File: config.mk
export PLATFORM = sky130hd
export DESIGN_NAME = mod3_poly_sched_flat
export DESIGN_NICKNAME = d
export VERILOG_FILES = /design/src/rtl/ternary_pkg.sv /design/src/rtl/mod3_poly_sched_if.sv /design/src/rtl/mod3_byte_serial.sv /design/src/rtl/mod3_poly_sched.sv /design/src/flat_wrapper.sv
export SDC_FILE = /design/constraint.sdc
export NUM_CORES = 1
export LEC_CHECK = 0
export ABC_AREA = 1
export CAP_MARGIN = 20
export CORE_MARGIN = 2
export CORE_UTILIZATION = 40
export CTS_CLUSTER_DIAMETER = 120
export DETAILED_ROUTE_END_ITERATION = 10
export PLACE_DENSITY_LB_ADDON = 0.15
export SYNTH_ARGS = -nofsm -noshare
export SYNTH_HDL_FRONTEND = slang
export SYNTH_SLANG_ARGS = --single-unit
File: constraint.sdc
create_clock -name clk -period 2.3 [get_ports clk]
set_clock_uncertainty 0.15 [all_clocks]
set_input_delay 0.46 -clock clk [delete_from_list [all_inputs] [get_ports clk]]
set_output_delay 0.46 -clock clk [all_outputs]
set_load 0.005 [all_outputs]
File: src/rtl/ternary_pkg.sv
// Shared types for the ternary sampling path:
// trit encoding, scheduler states and mod-3 digit accumulate.
package ternary_pkg;

  typedef logic [1:0] trit_t;

  localparam trit_t TRIT_0 = 2'b00;
  localparam trit_t TRIT_1 = 2'b01;
  localparam trit_t TRIT_2 = 2'b11;

  typedef enum logic [2:0] {
    IDLE,
    FETCH,
    LOAD,
    REDUCE,
    EMIT,
    DONE
  } sched_state_t;

  // A base-4 digit weighs 1 mod 3, so digits just add.
  function automatic trit_t trit_add(trit_t r, logic [1:0] d);
    logic [1:0] rv;
    logic [1:0] dv;
    logic [2:0] s;
    rv = r[1] ? 2'd2 : {1'b0, r[0]};
    dv = (d == 2'd3) ? 2'd0 : d;
    s  = {1'b0, rv} + {1'b0, dv};
    if (s >= 3'd3) s = s - 3'd3;
    case (s[1:0])
      2'd1:    return TRIT_1;
      2'd2:    return TRIT_2;
      default: return TRIT_0;
    endcase
  endfunction

endpackage

File: src/rtl/mod3_poly_sched_if.sv
// Control, RAM read port and trit stream of the
// mod-3 scheduler; master is the scheduler side.
interface mod3_poly_sched_if #(
  parameter int ADDR_W = 10
);
  import ternary_pkg::*;

  logic              start;
  logic [ADDR_W-1:0] base_addr;
  logic              busy;
  logic              done;
  logic              rd_en;
  logic [ADDR_W-1:0] rd_addr;
  logic [7:0]        rd_data;
  logic              out_valid;
  logic              out_ready;
  trit_t             out_trit;
  logic [ADDR_W-1:0] out_idx;

  modport master (
    input  start, base_addr, rd_data, out_ready,
    output busy, done, rd_en, rd_addr,
    output out_valid, out_trit, out_idx
  );

  modport slave (
    output start, base_addr, rd_data, out_ready,
    input  busy, done, rd_en, rd_addr,
    input  out_valid, out_trit, out_idx
  );

endinterface

File: src/rtl/mod3_byte_serial.sv
// Serial mod-3 reducer: consumes a byte two bits
// per shift_en, low digit first.
module mod3_byte_serial
  import ternary_pkg::*;
(
  input  logic       clk,
  input  logic       rst,
  input  logic       load_i,
  input  logic       shift_en_i,
  input  logic [7:0] din_i,
  output trit_t      residue_o
);

  logic [7:0] sh_q, sh_d;
  trit_t      res_q, res_d;

  always_comb begin
    sh_d  = sh_q;
    res_d = res_q;
    if (load_i) begin
      sh_d  = din_i;
      res_d = TRIT_0;
    end else if (shift_en_i) begin
      sh_d  = {2'b00, sh_q[7:2]};
      res_d = trit_add(res_q, sh_q[1:0]);
    end
  end

  always_ff @(posedge clk) begin
    if (rst) begin
      sh_q  <= '0;
      res_q <= TRIT_0;
    end else begin
      sh_q  <= sh_d;
      res_q <= res_d;
    end
  end

  assign residue_o = res_q;

endmodule

File: src/rtl/mod3_poly_sched.sv
// Walks N_COEF coefficient bytes from RAM and
// streams one mod-3 trit per coefficient.
module mod3_poly_sched
  import ternary_pkg::*;
#(
  parameter int N_COEF = 701,
  parameter int ADDR_W = 10
) (
  input  logic       clk,
  input  logic       rst,
  mod3_poly_sched_if.master bus
);

  localparam logic [ADDR_W-1:0] LAST =
    ADDR_W'(N_COEF - 1);

  sched_state_t      state_q, state_d;
  logic [ADDR_W-1:0] idx_q, idx_d;
  logic [ADDR_W-1:0] base_q, base_d;
  logic [1:0]        cnt_q, cnt_d;
  trit_t             residue;

  always_comb begin
    state_d = state_q;
    idx_d   = idx_q;
    base_d  = base_q;
    cnt_d   = cnt_q;
    unique case (state_q)
      IDLE: begin
        if (bus.start) begin
          base_d  = bus.base_addr;
          idx_d   = '0;
          state_d = FETCH;
        end
      end
      FETCH: state_d = LOAD;
      LOAD: begin
        cnt_d   = '0;
        state_d = REDUCE;
      end
      REDUCE: begin
        cnt_d = cnt_q + 2'd1;
        if (cnt_q == 2'd3) state_d = EMIT;
      end
      EMIT: begin
        if (bus.out_ready) begin
          if (idx_q == LAST) begin
            state_d = DONE;
          end else begin
            idx_d   = idx_q + 1'b1;
            state_d = FETCH;
          end
        end
      end
      DONE:    state_d = IDLE;
      default: state_d = IDLE;
    endcase
  end

  always_ff @(posedge clk) begin
    if (rst) begin
      state_q <= IDLE;
      idx_q   <= '0;
      base_q  <= '0;
      cnt_q   <= '0;
    end else begin
      state_q <= state_d;
      idx_q   <= idx_d;
      base_q  <= base_d;
      cnt_q   <= cnt_d;
    end
  end

  mod3_byte_serial u_red (
    .clk        (clk),
    .rst        (rst),
    .load_i     (state_q == LOAD),
    .shift_en_i (state_q == REDUCE),
    .din_i      (bus.rd_data),
    .residue_o  (residue)
  );

  // Outputs are gated so idle values read as zero.
  assign bus.rd_en     = (state_q == FETCH);
  assign bus.rd_addr   = bus.rd_en ? base_q + idx_q : '0;
  assign bus.out_valid = (state_q == EMIT);
  assign bus.out_trit  = bus.out_valid ? residue : TRIT_0;
  assign bus.out_idx   = bus.out_valid ? idx_q : '0;
  assign bus.busy      = (state_q != IDLE) &&
                         (state_q != DONE);
  assign bus.done      = (state_q == DONE);

endmodule

File: src/flat_wrapper.sv
// flat-port wrapper written by rule: the top's interface ports become plain ports
module mod3_poly_sched_flat import ternary_pkg::*;
#(
  parameter int N_COEF = 701,
  parameter int ADDR_W = 10
)
  (clk, rst, bus_start, bus_base_addr, bus_rd_data, bus_out_ready, bus_busy, bus_done, bus_rd_en, bus_rd_addr, bus_out_valid, bus_out_trit, bus_out_idx);
  mod3_poly_sched_if #(.ADDR_W(ADDR_W)) bus_i ();
  input  logic clk;
  input  logic rst;
  input wire logic [$bits(bus_i.start)-1:0] bus_start;
  input wire logic [$bits(bus_i.base_addr)-1:0] bus_base_addr;
  input wire logic [$bits(bus_i.rd_data)-1:0] bus_rd_data;
  input wire logic [$bits(bus_i.out_ready)-1:0] bus_out_ready;
  output wire logic [$bits(bus_i.busy)-1:0] bus_busy;
  output wire logic [$bits(bus_i.done)-1:0] bus_done;
  output wire logic [$bits(bus_i.rd_en)-1:0] bus_rd_en;
  output wire logic [$bits(bus_i.rd_addr)-1:0] bus_rd_addr;
  output wire logic [$bits(bus_i.out_valid)-1:0] bus_out_valid;
  output wire logic [$bits(bus_i.out_trit)-1:0] bus_out_trit;
  output wire logic [$bits(bus_i.out_idx)-1:0] bus_out_idx;
  assign bus_i.start = bus_start;
  assign bus_i.base_addr = bus_base_addr;
  assign bus_i.rd_data = bus_rd_data;
  assign bus_i.out_ready = bus_out_ready;
  assign bus_busy = bus_i.busy;
  assign bus_done = bus_i.done;
  assign bus_rd_en = bus_i.rd_en;
  assign bus_rd_addr = bus_i.rd_addr;
  assign bus_out_valid = bus_i.out_valid;
  assign bus_out_trit = bus_i.out_trit;
  assign bus_out_idx = bus_i.out_idx;
  mod3_poly_sched #(.N_COEF(N_COEF), .ADDR_W(ADDR_W)) u_core (.clk(clk), .rst(rst), .bus(bus_i));
endmodule
# Yosys cells after proc, flatten, opt, wreduce, memory -nomap -nowiden
# Index checks and enable logic that the tools add are counted.
[classes] addsub=5 multipliers=0 n_div=0 n_lt_le_gt_ge=1 n_eq_ne=15 shift=0 muxes=21 bitwise_logic=0 n_reduce_logical=9
[op_table] operator="10-bit two-way mux" count=5
[op_table] operator="10-bit case mux with 2 select lines" count=1
[op_table] operator="8-bit two-way mux" count=2
[op_table] operator="3-bit case mux with 5 select lines" count=1
[op_table] operator="2-bit two-way mux" count=6
[op_table] operator="3-bit two-way mux" count=4
[op_table] operator="10-bit by 1-bit adder with 10-bit output (second input constant)" count=1
[op_table] operator="10-bit adder" count=1
[op_table] operator="10-bit equality test (second input constant)" count=1
[op_table] operator="2-bit case mux with 2 select lines" count=2
[op_table] operator="2-bit equality test (second input constant)" count=3
[op_table] operator="3-bit by 2-bit equality test with 1-bit output (second input constant)" count=2
[op_table] operator="3-bit equality test (second input constant)" count=2
[op_table] operator="2-bit inequality test (second input constant)" count=3
[op_table] operator="4-bit AND reduction" count=1
[op_table] operator="2-bit nonzero test" count=2
[op_table] operator="2-bit by 2-bit adder with 3-bit output" count=1
[op_table] operator="3-bit by 1-bit equality test with 1-bit output (second input constant)" count=1
[op_table] operator="3-bit by 2-bit >= comparator with 1-bit output (second input constant)" count=1
[op_table] operator="3-bit zero test" count=1
[op_table] operator="3-bit inequality test (second input constant)" count=1
[op_table] operator="3-bit AND reduction" count=1
[op_table] operator="3-bit nonzero test" count=1
[op_table] operator="2-bit by 1-bit adder with 2-bit output (second input constant)" count=1
[op_table] operator="6 further kinds" count=6
[totals] ff_bits=35 latchBits=0 ramBits=0 rom_bits=0 output_inout_bits=26 wordCells=57 n_memories=0

# Logic depth before layout (Yosys ltp)
# Gate-level depths: netlist of run 1.
[logic_depth] ltp_word=9 ltp_mapped=14 mapped_depth_nobuf=14

# By module
# A second synthesis of run 1 with hierarchy kept.
[hier_totals] hier_cells=402 area_unflattened_um2=2497.4
[modules_own_cells] mod="mod3_poly_sched" instances=1 cells_each=314 area_per_inst_um2=1924.3 seq_area_each_um2=500.5
[modules_own_cells] mod="mod3_byte_serial" instances=1 cells_each=88 area_per_inst_um2=573.0 seq_area_each_um2=200.2

# Worst setup path after synthesis of run 1
# Ideal clock, no wire load.
[synth_timing] path_kind="reg-to-reg" start="register u_core.u_red.res_q[0] (netlist: u_core.u_red.residue_o[0])" end="register u_core.u_red.res_q[1] (netlist: u_core.u_red.residue_o[1])" arrival_ns=1.993 required_ns=2.031 setup_slack_ns=0.038 stages_incl_launch_ff=14 period_less_slack_ns=2.262 path_cell_list="dfxtp_1 > inv_1 > nor2_1 > ha_1 > inv_1 > fa_1 > inv_1 > ha_1 > nor2_1 > nand2_1 > xnor2_1 > ha_1 > o21ai_0 > a21oi_1"
[synth_via] elab_chain_cells=8 word_cells_on_any_way=10 classes_between="add/sub: 2; order compare: 1; eq/ne: 2; mux: 5"
[synth_rtl] element="start: declaration" line_no="mod3_byte_serial.sv:15" source="trit_t res_q, res_d;"
[synth_rtl] element="start signal: assignment" line_no="mod3_byte_serial.sv:35" source="res_q <= res_d;"
[synth_rtl] element="2-bit two-way mux (*)" line_no="ternary_pkg.sv:25" source="rv = r[1] ? 2'd2 : {1'b0, r[0]};"
[synth_rtl] element="2-bit by 2-bit adder with 3-bit output (*)" line_no="ternary_pkg.sv:27" source="s = {1'b0, rv} + {1'b0, dv};"
[synth_rtl] element="3-bit by 2-bit >= comparator with 1-bit output / 2-bit subtractor (equally long branches)" line_no="ternary_pkg.sv:28" source="if (s >= 3'd3) s = s - 3'd3;"
[synth_rtl] element="2-bit two-way mux (*)" line_no="ternary_pkg.sv:28"
[synth_rtl] element="2-bit two-way mux (*)" line_no="mod3_byte_serial.sv:23" source="end else if (shift_en_i) begin"
[synth_rtl] element="2-bit two-way mux (*)" line_no="mod3_byte_serial.sv:20" source="if (load_i) begin"
[synth_rtl] element="2-bit equality test / 2-bit by 1-bit equality test with 1-bit output (equally long branches)" line_no="ternary_pkg.sv:29" source="case (s[1:0])"
[synth_rtl] element="2-bit case mux with 2 select lines (*)" line_no="ternary_pkg.sv:29"
# Mark *: on every way between the ends. The rest lies on a longest branch, timed or not. The select of a mux whose other input is x is not followed.
# A chain may end at the register's enable or synchronous reset.

# Final worst setup path of run 1
[layout_timing] start="register u_core.base_q[0]" end="output port bus_rd_addr[6]"
[layout_via] elab_chain_cells=2
[layout_rtl] element="start: declaration" line_no="mod3_poly_sched.sv:19" source="logic [ADDR_W-1:0] base_q, base_d;"
[layout_rtl] element="start signal: assignment" line_no="mod3_poly_sched.sv:69" source="base_q <= base_d;"
[layout_rtl] element="10-bit adder" line_no="mod3_poly_sched.sv:85" source="assign bus.rd_addr = bus.rd_en ? base_q + idx_q : '0;"
[layout_rtl] element="10-bit two-way mux" line_no="mod3_poly_sched.sv:85"
[layout_rtl] element="end: declaration" line_no="flat_wrapper.sv:18" source="output wire logic [$bits(bus_i.rd_addr)-1:0] bus_rd_addr;"
# No other way between the ends.

==> results of run 1 <==
## layout make-up
cell class / instances / share of cell area (%)
repair buffers: 93 / 22.26
clock buffers: 5 / 1.863
inverters: 53 / 5.454
multi-input cells: 290 / 46.82
clock inverters: 3 / 1.287
well taps: 75 / 2.541
flip-flops and latches: 35 / 19.78
## cells by family after synthesis
kind of cell | after synthesis | share of synthesized area, %
AOI/OAI and AO/OA | 49 | 10.84
xor gates and xnor gates | 2 | 0.7263
adders and majority gates | 17 | 9.440
buffers and inverters | 63 | 10.68
DFF | 35 | 29.05
and+or+nand+nor | 221 | 39.26
## per-stage QoR
| stage | setup slack, ps | utilization [%] | hold slack [ps] | power [mW] | std cells |
|---|---|---|---|---|---|
| after floorplan | 37.97 | - | 278.3 | 1.774 | 387 |
| after global placement | -266.2 | 53.40 | 294.7 | 2.291 | 529 |
| after detailed placement | -322.5 | 53.40 | 305.7 | 2.309 | 529 |
| after CTS | -189.2 | 60.29 | 319.5 | 3.104 | 549 |
| after global routing | -267.6 | 62.76 | 346.2 | 3.490 | 554 |
| final | -180.9 | 62.76 | 316.8 | 3.237 | 554 |
## tightest hold or removal path: stages (launching register included)
cell	delay, ps
sky130_fd_sc_hd__dfxtp_1	320
sky130_fd_sc_hd__nand2_1	60
sky130_fd_sc_hd__a21oi_1	50
## metal layers
| layer | wire length, µm | vias to the layer above | share of wire [%] |
|---|---|---|---|
| li1 | - | 1403 | - |
| met1 | 2941 | 1243 | 42 |
| met2 | 3657 | 55 | 52 |
| met3 | 266 | 9 | 3.8 |
| met4 | 101 | 0 | 1.4 |
| met5 | 0 | - | 0 |
## registers in the layout, summed over array words and instances (netlist names)
name / count
u_core.base_q: 10
u_core.idx_q: 10
u_core.state_q: 3
u_core.cnt_q: 2
u_core.u_red.residue_o: 2
u_core.u_red.sh_q: 8
## power by group through the flow
stage	clock network [mW]	logic, mW	registers, mW
after detailed placement	0	1.45	0.863
after CTS	0.599	1.61	0.897
after global routing	0.626	1.93	0.930
after global placement	0	1.43	0.860
after floorplan	0	0.928	0.846
final	0.587	1.74	0.911
## cell usage after synthesis
| master | number | area [µm²] |
|---|---|---|
| sky130_fd_sc_hd__a211oi_1 | 2 | 15.01 |
| sky130_fd_sc_hd__a21o_1 | 1 | 7.510 |
| sky130_fd_sc_hd__a21oi_1 | 30 | 150.1 |
| sky130_fd_sc_hd__a31oi_1 | 3 | 18.77 |
| sky130_fd_sc_hd__and2_1 | 1 | 6.260 |
| sky130_fd_sc_hd__and3_1 | 1 | 6.260 |
| sky130_fd_sc_hd__buf_2 | 2 | 10.01 |
| sky130_fd_sc_hd__buf_4 | 3 | 22.52 |
| sky130_fd_sc_hd__buf_6 | 1 | 11.26 |
| sky130_fd_sc_hd__clkbuf_1 | 4 | 15.01 |
| sky130_fd_sc_hd__clkinv_1 | 1 | 3.750 |
| sky130_fd_sc_hd__dfxtp_1 | 35 | 700.7 |
| sky130_fd_sc_hd__fa_1 | 2 | 40.04 |
| sky130_fd_sc_hd__ha_1 | 15 | 187.7 |
| sky130_fd_sc_hd__inv_1 | 47 | 176.4 |
| sky130_fd_sc_hd__inv_2 | 5 | 18.77 |
| sky130_fd_sc_hd__nand2_1 | 103 | 386.6 |
| sky130_fd_sc_hd__nand2_2 | 3 | 18.77 |
| sky130_fd_sc_hd__nand3_1 | 34 | 170.2 |
| sky130_fd_sc_hd__nand3_2 | 4 | 40.04 |
| sky130_fd_sc_hd__nand4_1 | 2 | 12.51 |
| sky130_fd_sc_hd__nor2_1 | 65 | 244.0 |
| sky130_fd_sc_hd__nor2_2 | 1 | 6.260 |
| sky130_fd_sc_hd__nor2_4 | 3 | 33.78 |
| sky130_fd_sc_hd__nor3_1 | 2 | 10.01 |
| sky130_fd_sc_hd__o211ai_1 | 1 | 7.510 |
| sky130_fd_sc_hd__o21ai_0 | 11 | 55.05 |
| sky130_fd_sc_hd__o21bai_1 | 1 | 7.510 |
| sky130_fd_sc_hd__or2_1 | 1 | 6.260 |
| sky130_fd_sc_hd__or2_2 | 1 | 6.260 |
| sky130_fd_sc_hd__xnor2_1 | 1 | 8.760 |
| sky130_fd_sc_hd__xor2_1 | 1 | 8.760 |
## worst paths after layout
kind / startpoint / to / slack (ps) / cells after the start
worst max register to register: u_core.u_red.sh_q[0] / u_core.u_red.residue_o[0] / -90 / 12
worst min register to register: u_core.u_red.sh_q[6] / u_core.u_red.sh_q[6] / 320 / 2
worst max-delay path: u_core.base_q[0] / bus_rd_addr[6] / -180 / 12
worst min-delay path: u_core.u_red.sh_q[6] / u_core.u_red.sh_q[6] / 320 / 2
## placed cells by master (no fill, tap or decap), types with 2 or more instances in the layout
cell type / instances
sky130_fd_sc_hd__a211oi_1: 2
sky130_fd_sc_hd__a21oi_1: 25
sky130_fd_sc_hd__a21oi_2: 4
sky130_fd_sc_hd__a31oi_1: 3
sky130_fd_sc_hd__buf_2: 7
sky130_fd_sc_hd__buf_4: 40
sky130_fd_sc_hd__buf_6: 6
sky130_fd_sc_hd__clkbuf_8: 5
sky130_fd_sc_hd__clkdlybuf4s50_1: 27
sky130_fd_sc_hd__dfxtp_1: 15
sky130_fd_sc_hd__dfxtp_2: 18
sky130_fd_sc_hd__dfxtp_4: 2
sky130_fd_sc_hd__dlymetal6s2s_1: 10
sky130_fd_sc_hd__ha_1: 3
sky130_fd_sc_hd__ha_2: 3
sky130_fd_sc_hd__ha_4: 9
sky130_fd_sc_hd__inv_1: 42
sky130_fd_sc_hd__inv_2: 9
sky130_fd_sc_hd__nand2_1: 95
sky130_fd_sc_hd__nand2_2: 8
sky130_fd_sc_hd__nand2_4: 3
sky130_fd_sc_hd__nand3_1: 30
sky130_fd_sc_hd__nand3_2: 7
sky130_fd_sc_hd__nand4_1: 2
sky130_fd_sc_hd__nor2_1: 55
sky130_fd_sc_hd__nor2_2: 10
sky130_fd_sc_hd__nor2_4: 4
sky130_fd_sc_hd__nor3_1: 2
sky130_fd_sc_hd__o21ai_0: 7
sky130_fd_sc_hd__o21ai_1: 3
## timing repair
action                                  4_1_cts  5_1_grt
resized for setup                            96       37
hold endpoints to repair                      0        0
endpoints found under the setup margin       26       26
pin swaps                                    32       17
buffers inserted                             12        5
hold buffers                                  0        0
cloned                                        0        1
==> results.toml, run 1 <==
[status]
status = "complete, but fails checks"
failed_checks = "negative setup slack"

[synthesis]
synth.ff_latch_count = 35
count_of_cell_types_in_the_netlist = 32
net_count_synth = 426
synthesis.area_um2 = 2412
synth_sequential_area_ratio_pct = 29.05
avgSynthCellArea_um2 = 6.233
syn_inst = 387
synth_warnings = 0

[timing]
setup_repair_after_global_routing_missed_its_margin = "yes"
totalNegativeSetupSlack_ps = -649.3
final_min_period_over_clock_period_pct = 107.9
finalWorstPathRequiredPeriod_ps = 2481
worst_slew_pin_slew_ps = 525.5
timing.final.hold_violations = 0
timing.max_slew.rel_slack_pct = 64.93
max_clock_freq_mhz = 403.1
postLayoutSetupSlackWorst_ps = -180.9
setup_viol_count_final = 7
drv_slew = 0

[cells_and_area]
register_area_um2 = 730.7
antenna_cells = 0
fillers = 545
fin_nets = 517
syn2layout_area_growth_pct = 53.11
drive_gt1_share_pct = 30.48
multi_input_comb_area_um2 = 1729
final_area_um2 = 3694

[clock_tree]
clock_tree.htree_level_count = 2
cts_sinks = 35
clk_root_buffer_cell = "sky130_fd_sc_hd__clkbuf_8"
tritoncts.num_buffers = 5
clock_latency_ps = 300
clk_buf_depth = 2
clock_tree_from_tritoncts = "built"
clk_transition_reported_paths_ps = 90

[place]
detailedPlacementHpwl_um = 4738
placedInstanceArea_um2 = 3143
final_wtd_congestion = 0.8757
io_buffer_count = 47

[global_route]
global_route.usage.met2_pct = 40.74
grt_util_met3_pct = 3.736
grt_start_max_net_pins = 20
global_route_wire_length_before_repair_um = 10830
grt-busiest-layer = "met2"
number_of_global_route_vias_before_repair = 2516
remaining_global_route_overflow = 0
gr-usage-met1_pct = 23.70
grt_util_all_layers_pct = 21.22
antenna_found_initial = 0

[drt]
drcViolationCount = 0
dr.first_iter.drc_count = 148
routed_via_density = 4.892
drt-pass1-iter-count = 4
number_of_nets_still_failing_antenna_checks_after_routing = 0
via_count = 2710
totalWireLength_um = 6966
wl_per_cell_um = 12.57

[power_and_ir_drop]
combinational_share_of_power_pct = 53.7
share_clk_of_total_power_pct = 18.1
power.internal_mw = 1.894
sequential_fraction_of_design_power_pct = 28.1
max-vdd-ir-drop_uv = 438.0
swShare_pct = 41.49
net-switching-power_mw = 1.343
p_leak_nw = 1.800
powerDensity_nw_per_um2 = 876.4

[worst_setup_path]
slowest_stage = "sky130_fd_sc_hd__dfxtp_2"
critical_path.endpoint_type = "output port"
timing.critical_path.max_delay_family = "adder cells"
worstSetupPathType = "reg2out"
worstPathCellList = "ha_4, inv_2, fa_2, inv_2, nand3_2, nand2_4, buf_6, a21oi_2, nand2_1, nand2_1, nor2_1, buf_2"
crit_path_max_incr_delay_ps = 360
start_kind = "flop"
critPathRequiredTime_ps = 1690
crit_buf_inv = 4
path_max_fanout = 3
arr_time_crit_path_ps = 1870

[floorplan]
total_die_area_um2 = 6668
io_pins = 48
fp.dieW_um = 81.66
floorplan.initialDensity_pct = 40.99
design.core.area_um2 = 5886
core.rowCount = 28
die_height_um = 81.66

[min_path]
min-delay-path-class = "reg2reg"

[flow_run]
cap_violations = 0
No activity file was read; power rests on OpenSTA's default activity.
==> run 2, diff against run 1 <==
--- a/config.mk
+++ b/config.mk
@@ -7,6 +7,7 @@
 export LEC_CHECK = 0
 export ABC_AREA = 1
 export CAP_MARGIN = 20
+export CORE_ASPECT_RATIO = 1.2
 export CORE_MARGIN = 2
 export CORE_UTILIZATION = 40
 export CTS_CLUSTER_DIAMETER = 120
==> results.toml, run 2 (same netlist as run 1, synthesis figures left out) <==
[cells_and_area]
post_layout_util_pct = 63.78
antenna_cells = 0
syn2layout_area_growth_pct = 56.90
layout_commonest_cell = "sky130_fd_sc_hd__nand2_1"
drive_gt1_share_pct = 33.88
fin_nets = 522
largest_registers = "u_core.base_q (10), u_core.idx_q (10), u_core.u_red.sh_q (8)"
layout_common_cells = "sky130_fd_sc_hd__nand2_1 (94), sky130_fd_sc_hd__nor2_1 (53), sky130_fd_sc_hd__buf_4 (44)"

[global_route]
number_of_global_route_vias_before_repair = 2611
antenna_found_initial = 0
grt_util_all_layers_pct = 22.00
remaining_global_route_overflow = 0
grt_start_max_net_pins = 20
global_route_wire_length_before_repair_um = 11360

[power_and_ir_drop]
totalPowerFinal_mw = 3.271
sequential_fraction_of_design_power_pct = 27.4
share_clk_of_total_power_pct = 15.0
max-vdd-ir-drop_uv = 615.1
swShare_pct = 42.87
power.internal_mw = 1.869
powerDensity_nw_per_um2 = 864.4
p_leak_nw = 1.876
combinational_share_of_power_pct = 57.6
net-switching-power_mw = 1.402

[worst_setup_path]
critical_path.endpoint_type = "output port"
r2r_slack_ps = -60
worstSetupPathType = "reg2out"
worstRegToRegCells = 12
worst_r2r_startpoint = "u_core.u_red.residue_o[0]"
path_max_fanout = 3
critPathRequiredTime_ps = 1690
slowest_stage = "sky130_fd_sc_hd__dfxtp_2"
crit_path_max_incr_delay_ps = 370
arr_time_crit_path_ps = 1870
worst_r2r_endpoint = "u_core.u_red.residue_o[0]"
start_kind = "flop"
worstPathCellList = "ha_4, inv_2, fa_2, inv_2, nand3_2, nand2_4, buf_6, a21oi_4, nand2_1, nand2_1, nor2_1, buf_2"

[drt]
totalWireLength_um = 7263
wl_per_cell_um = 12.83
number_of_nets_still_failing_antenna_checks_after_routing = 0
routed_via_density = 4.852
drcViolationCount = 0
dr.first_iter.drc_count = 140
drt-pass1-iter-count = 4
via_count = 2746

[min_path]
worst_hold_path.endpoint = "u_core.u_red.sh_q[7]"
holdPathStages = 2
min-delay-path-class = "reg2reg"
hp-start = "u_core.u_red.sh_q[7]"

[timing]
finalWorstPathRequiredPeriod_ps = 2480
timing.max_slew.rel_slack_pct = 66.99
worst_slew_pin_slew_ps = 494.6
totalNegativeSetupSlack_ps = -555.4
final_min_period_over_clock_period_pct = 107.8
holdWs_ps = 313.6
max_clock_freq_mhz = 403.2
drv_slew = 0
setup_repair_after_global_routing_missed_its_margin = "yes"
timing.final.hold_violations = 0
postLayoutSetupSlackWorst_ps = -179.9
setup_viol_count_final = 6

[flow_run]
cap_violations = 0

[clock_tree]
cts_sinks = 35
clk_buf_depth = 2
clock_tree_from_tritoncts = "built"
tritoncts.num_buffers = 5
clk_transition_reported_paths_ps = 90
clock_latency_ps = 290
clk_root_buffer_cell = "sky130_fd_sc_hd__clkbuf_8"
holdBufCountCts = 0
clock_tree.htree_level_count = 2

[floorplan]
fp.dieW_um = 74.89
floorplan.initialDensity_pct = 40.65
design.core.area_um2 = 5934
io_pins = 48
total_die_area_um2 = 6670
core.rowCount = 31
die_height_um = 89.07

[place]
dpl_worst_slack_ps = -331.5
final_wtd_congestion = 0.9006
io_buffer_count = 47
detailedPlacementHpwl_um = 4885

[status]
failed_checks = "negative setup slack"
status = "complete, but fails checks"
run 2: changes by cell type in the layout (fill, tap and decap cells not counted), sizes merged:
cell and delta:
buf +5, bufinv -1, clkbuf +1, clkdlybuf4s50 -2, clkinvlp +1, dlygate4sd2 +1
dlymetal6s2s +1, inv -1
run 2: cell type report:
cell class / instances / area, µm²
inverter: 53 / 201.4
fill: 563 / 2150
timing repair buffer: 98 / 873.3
multi-input combinational: 290 / 1778
tap: 82 / 102.6
clock inverter: 2 / 16.27
sequential: 35 / 730.7
clock buffer: 6 / 82.58
run 2: worst max-delay path: cells and delay by family, from the launching register on:
kind / cells / cell delay (ps)
fa+ha+maj: 2 / 480
buf+inv: 4 / 340
flops: 1 / 370
simple gates: 5 / 340
compound gates: 1 / 40
run 2: metal layers:
layer	vias to the layer above	GRT usage, %	part of all wire (%)
li1	1423	-	-
met1	1264	24.33	40
met2	52	43.14	56
met3	7	3.269	2.8
met4	0	4.870	0.96
met5	-	0	0
run 2: worst max path at each step:
stage | start | slack, ps | end | depth (start not counted)
after floorplan | u_core.u_red.residue_o[0] | 40 | u_core.u_red.residue_o[1] | 13
after global placement | u_core.base_q[0] | -280 | bus_rd_addr[8] | 11
after detailed placement | u_core.base_q[0] | -330 | bus_rd_addr[8] | 11
after CTS | u_core.idx_q[0] | -180 | bus_rd_addr[8] | 11
after global routing | u_core.idx_q[0] | -280 | bus_rd_addr[6] | 12
final | u_core.idx_q[0] | -180 | bus_rd_addr[6] | 12
run 2: per-stage QoR:
stage,instance area [µm²],instances
5_1_grt,3785,566
4_1_cts,3541,558
3_5_place_dp,3182,540
6_report,3785,566
2_1_floorplan,2412,387
3_3_place_gp,3182,540
run 2: what timing repair did:
item | 4_1_cts | 5_1_grt
buffers inserted | 11 | 8
pin swaps | 24 | 34
setup endpoints to repair | 27 | 25
cloned | 0 | 1
resized for setup | 89 | 65
run 2: power groups by stage:
stage / sequential (mW) / clock (mW) / combinational (mW)
floorplan: 0.846 / 0 / 0.928
global placement: 0.845 / 0 / 1.51
detailed placement: 0.849 / 0 / 1.53
CTS: 0.871 / 0.502 / 1.71
global route: 0.907 / 0.526 / 2.11
finish: 0.896 / 0.490 / 1.89
==> run 3, diff against run 2 <==
--- a/config.mk
+++ b/config.mk
@@ -13,6 +13,7 @@
 export CTS_CLUSTER_DIAMETER = 120
 export DETAILED_ROUTE_END_ITERATION = 10
 export PLACE_DENSITY_LB_ADDON = 0.15
+export SKIP_CTS_REPAIR_TIMING = 1
 export SYNTH_ARGS = -nofsm -noshare
 export SYNTH_HDL_FRONTEND = slang
 export SYNTH_SLANG_ARGS = --single-unit
==> results.toml, run 3 (same netlist as run 1, synthesis figures left out) <==
[timing]
setup_repair_after_global_routing_missed_its_margin = "yes"
finalWorstPathRequiredPeriod_ps = 2462
setup_viol_count_final = 6
timing.final.hold_violations = 0
drv_slew = 0
postLayoutSetupSlackWorst_ps = -162.1
timing.max_slew.rel_slack_pct = 64.96
holdWs_ps = 312.3
final_min_period_over_clock_period_pct = 107.0
worst_slew_pin_slew_ps = 525.1
totalNegativeSetupSlack_ps = -529.6
max_clock_freq_mhz = 406.2

[global_route]
grt_util_met3_pct = 3.269
antenna_found_initial = 0
grt-busiest-layer = "met2"
grt_start_max_net_pins = 20
global_route.usage.met2_pct = 38.36
gr-usage-met1_pct = 23.42
global_route_wire_length_before_repair_um = 10600
grt_util_all_layers_pct = 20.45
number_of_global_route_vias_before_repair = 2435
remaining_global_route_overflow = 0

[drt]
drcViolationCount = 0
routed_via_density = 4.854
number_of_nets_still_failing_antenna_checks_after_routing = 0
totalWireLength_um = 7110
drt-pass1-iter-count = 6
dr.first_iter.drc_count = 121
via_count = 2718
wl_per_cell_um = 12.70

[clock_tree]
tritoncts.num_buffers = 5
clk_transition_reported_paths_ps = 80
clk_root_buffer_cell = "sky130_fd_sc_hd__clkbuf_8"
clock_latency_ps = 290
cts_sinks = 35
clk_buf_depth = 2
clock_tree_from_tritoncts = "built"
clock_tree.htree_level_count = 2

[worst_setup_path]
critical_path.endpoint_type = "output port"
critPathRequiredTime_ps = 1690
worstSetupPathType = "reg2out"
arr_time_crit_path_ps = 1850
r2r_slack_ps = -90
worstRegToRegCells = 12
worst_r2r_endpoint = "u_core.u_red.residue_o[0]"
path_max_fanout = 3
start_kind = "flop"
worst_r2r_startpoint = "u_core.u_red.residue_o[0]"

[place]
detailedPlacementHpwl_um = 4885
placedInstanceArea_um2 = 3182
final_wtd_congestion = 0.9006
dp_cells = 540
io_buffer_count = 47

[cells_and_area]
fillers = 562
syn2layout_area_growth_pct = 53.16
drive_gt1_share_pct = 30.75
layout_common_cells = "sky130_fd_sc_hd__nand2_1 (94), sky130_fd_sc_hd__nor2_1 (54), sky130_fd_sc_hd__inv_1 (40)"
layout_commonest_cell = "sky130_fd_sc_hd__nand2_1"
stdcell_count = 560
largest_registers = "u_core.base_q (10), u_core.idx_q (10), u_core.u_red.sh_q (8)"
fin_nets = 516
final_area_um2 = 3695
antenna_cells = 0

[min_path]
worst_hold_path.endpoint = "u_core.u_red.sh_q[7]"
holdPathStages = 2
hp-start = "u_core.u_red.sh_q[7]"
min-delay-path-class = "reg2reg"

[flow_run]
cap_violations = 0

[floorplan]
core.rowCount = 31
die_height_um = 89.07
floorplan.initialDensity_pct = 40.65
fp.dieW_um = 74.89
io_pins = 48
total_die_area_um2 = 6670
design.core.area_um2 = 5934

[power_and_ir_drop]
totalPowerFinal_mw = 3.179
p_leak_nw = 1.955
powerDensity_nw_per_um2 = 860.4
max-vdd-ir-drop_uv = 608.3

[status]
status = "complete, but fails checks"
failed_checks = "negative setup slack"
-- run 3: stage by stage --
| stage | utilization (%) | worst slack, ps |
|---|---|---|
| floorplan | - | 37.97 |
| global placement | 53.62 | -281.8 |
| detailed placement | 53.62 | -331.5 |
| CTS | 55.28 | -694.5 |
| global route | 62.26 | -243.8 |
| finish | 62.26 | -162.1 |
-- run 3: worst max-delay path by stage --
| stage | from | endpoint | slack (ps) | cells after the start |
|---|---|---|---|---|
| after floorplan | u_core.u_red.residue_o[0] | u_core.u_red.residue_o[1] | 40 | 13 |
| after global placement | u_core.base_q[0] | bus_rd_addr[8] | -280 | 11 |
| after detailed placement | u_core.base_q[0] | bus_rd_addr[8] | -330 | 11 |
| after CTS | u_core.base_q[0] | bus_rd_addr[8] | -690 | 11 |
| after global routing | u_core.u_red.residue_o[0] | u_core.u_red.residue_o[0] | -240 | 12 |
| final | u_core.idx_q[0] | bus_rd_addr[8] | -160 | 10 |
-- run 3: routing by layer --
| metal | up-vias | wire length (µm) |
|---|---|---|
| li1 | 1406 | - |
| met5 | - | 0 |
| met4 | 0 | 133 |
| met3 | 11 | 254 |
| met1 | 1245 | 2858 |
| met2 | 56 | 3863 |
-- run 3: report_power, final --
part	total, mW	internal (mW)	leakage, nW	switching, mW
Sequential	0.884	0.754	0.294	0.130
Clock	0.487	0.245	0.0474	0.243
Combinational	1.81	0.831	1.61	0.977
Total	3.18	1.83	1.95	1.35
-- run 3: area by class of cell --
type | count | area (µm²) | share of cell area (%)
clock buffer | 6 | 82.58 | 2.235
clock inverter | 2 | 16.27 | 0.4402
inverter | 53 | 201.4 | 5.452
multi-input combinational | 290 | 1710 | 46.29
sequential | 35 | 728.2 | 19.71
tap | 82 | 102.6 | 2.777
timing repair buffer | 92 | 853.3 | 23.10
-- run 3: worst max-delay path, stage by stage (launching register included) --
cell and delay (ps):
sky130_fd_sc_hd__dfxtp_2 370, sky130_fd_sc_hd__ha_4 150, sky130_fd_sc_hd__inv_2 40, sky130_fd_sc_hd__fa_2 340, sky130_fd_sc_hd__inv_2 80, sky130_fd_sc_hd__nand3_2 80
sky130_fd_sc_hd__nand2_4 100, sky130_fd_sc_hd__nand3_2 80, sky130_fd_sc_hd__a21oi_1 150, sky130_fd_sc_hd__nor2_1 60, sky130_fd_sc_hd__buf_2 120
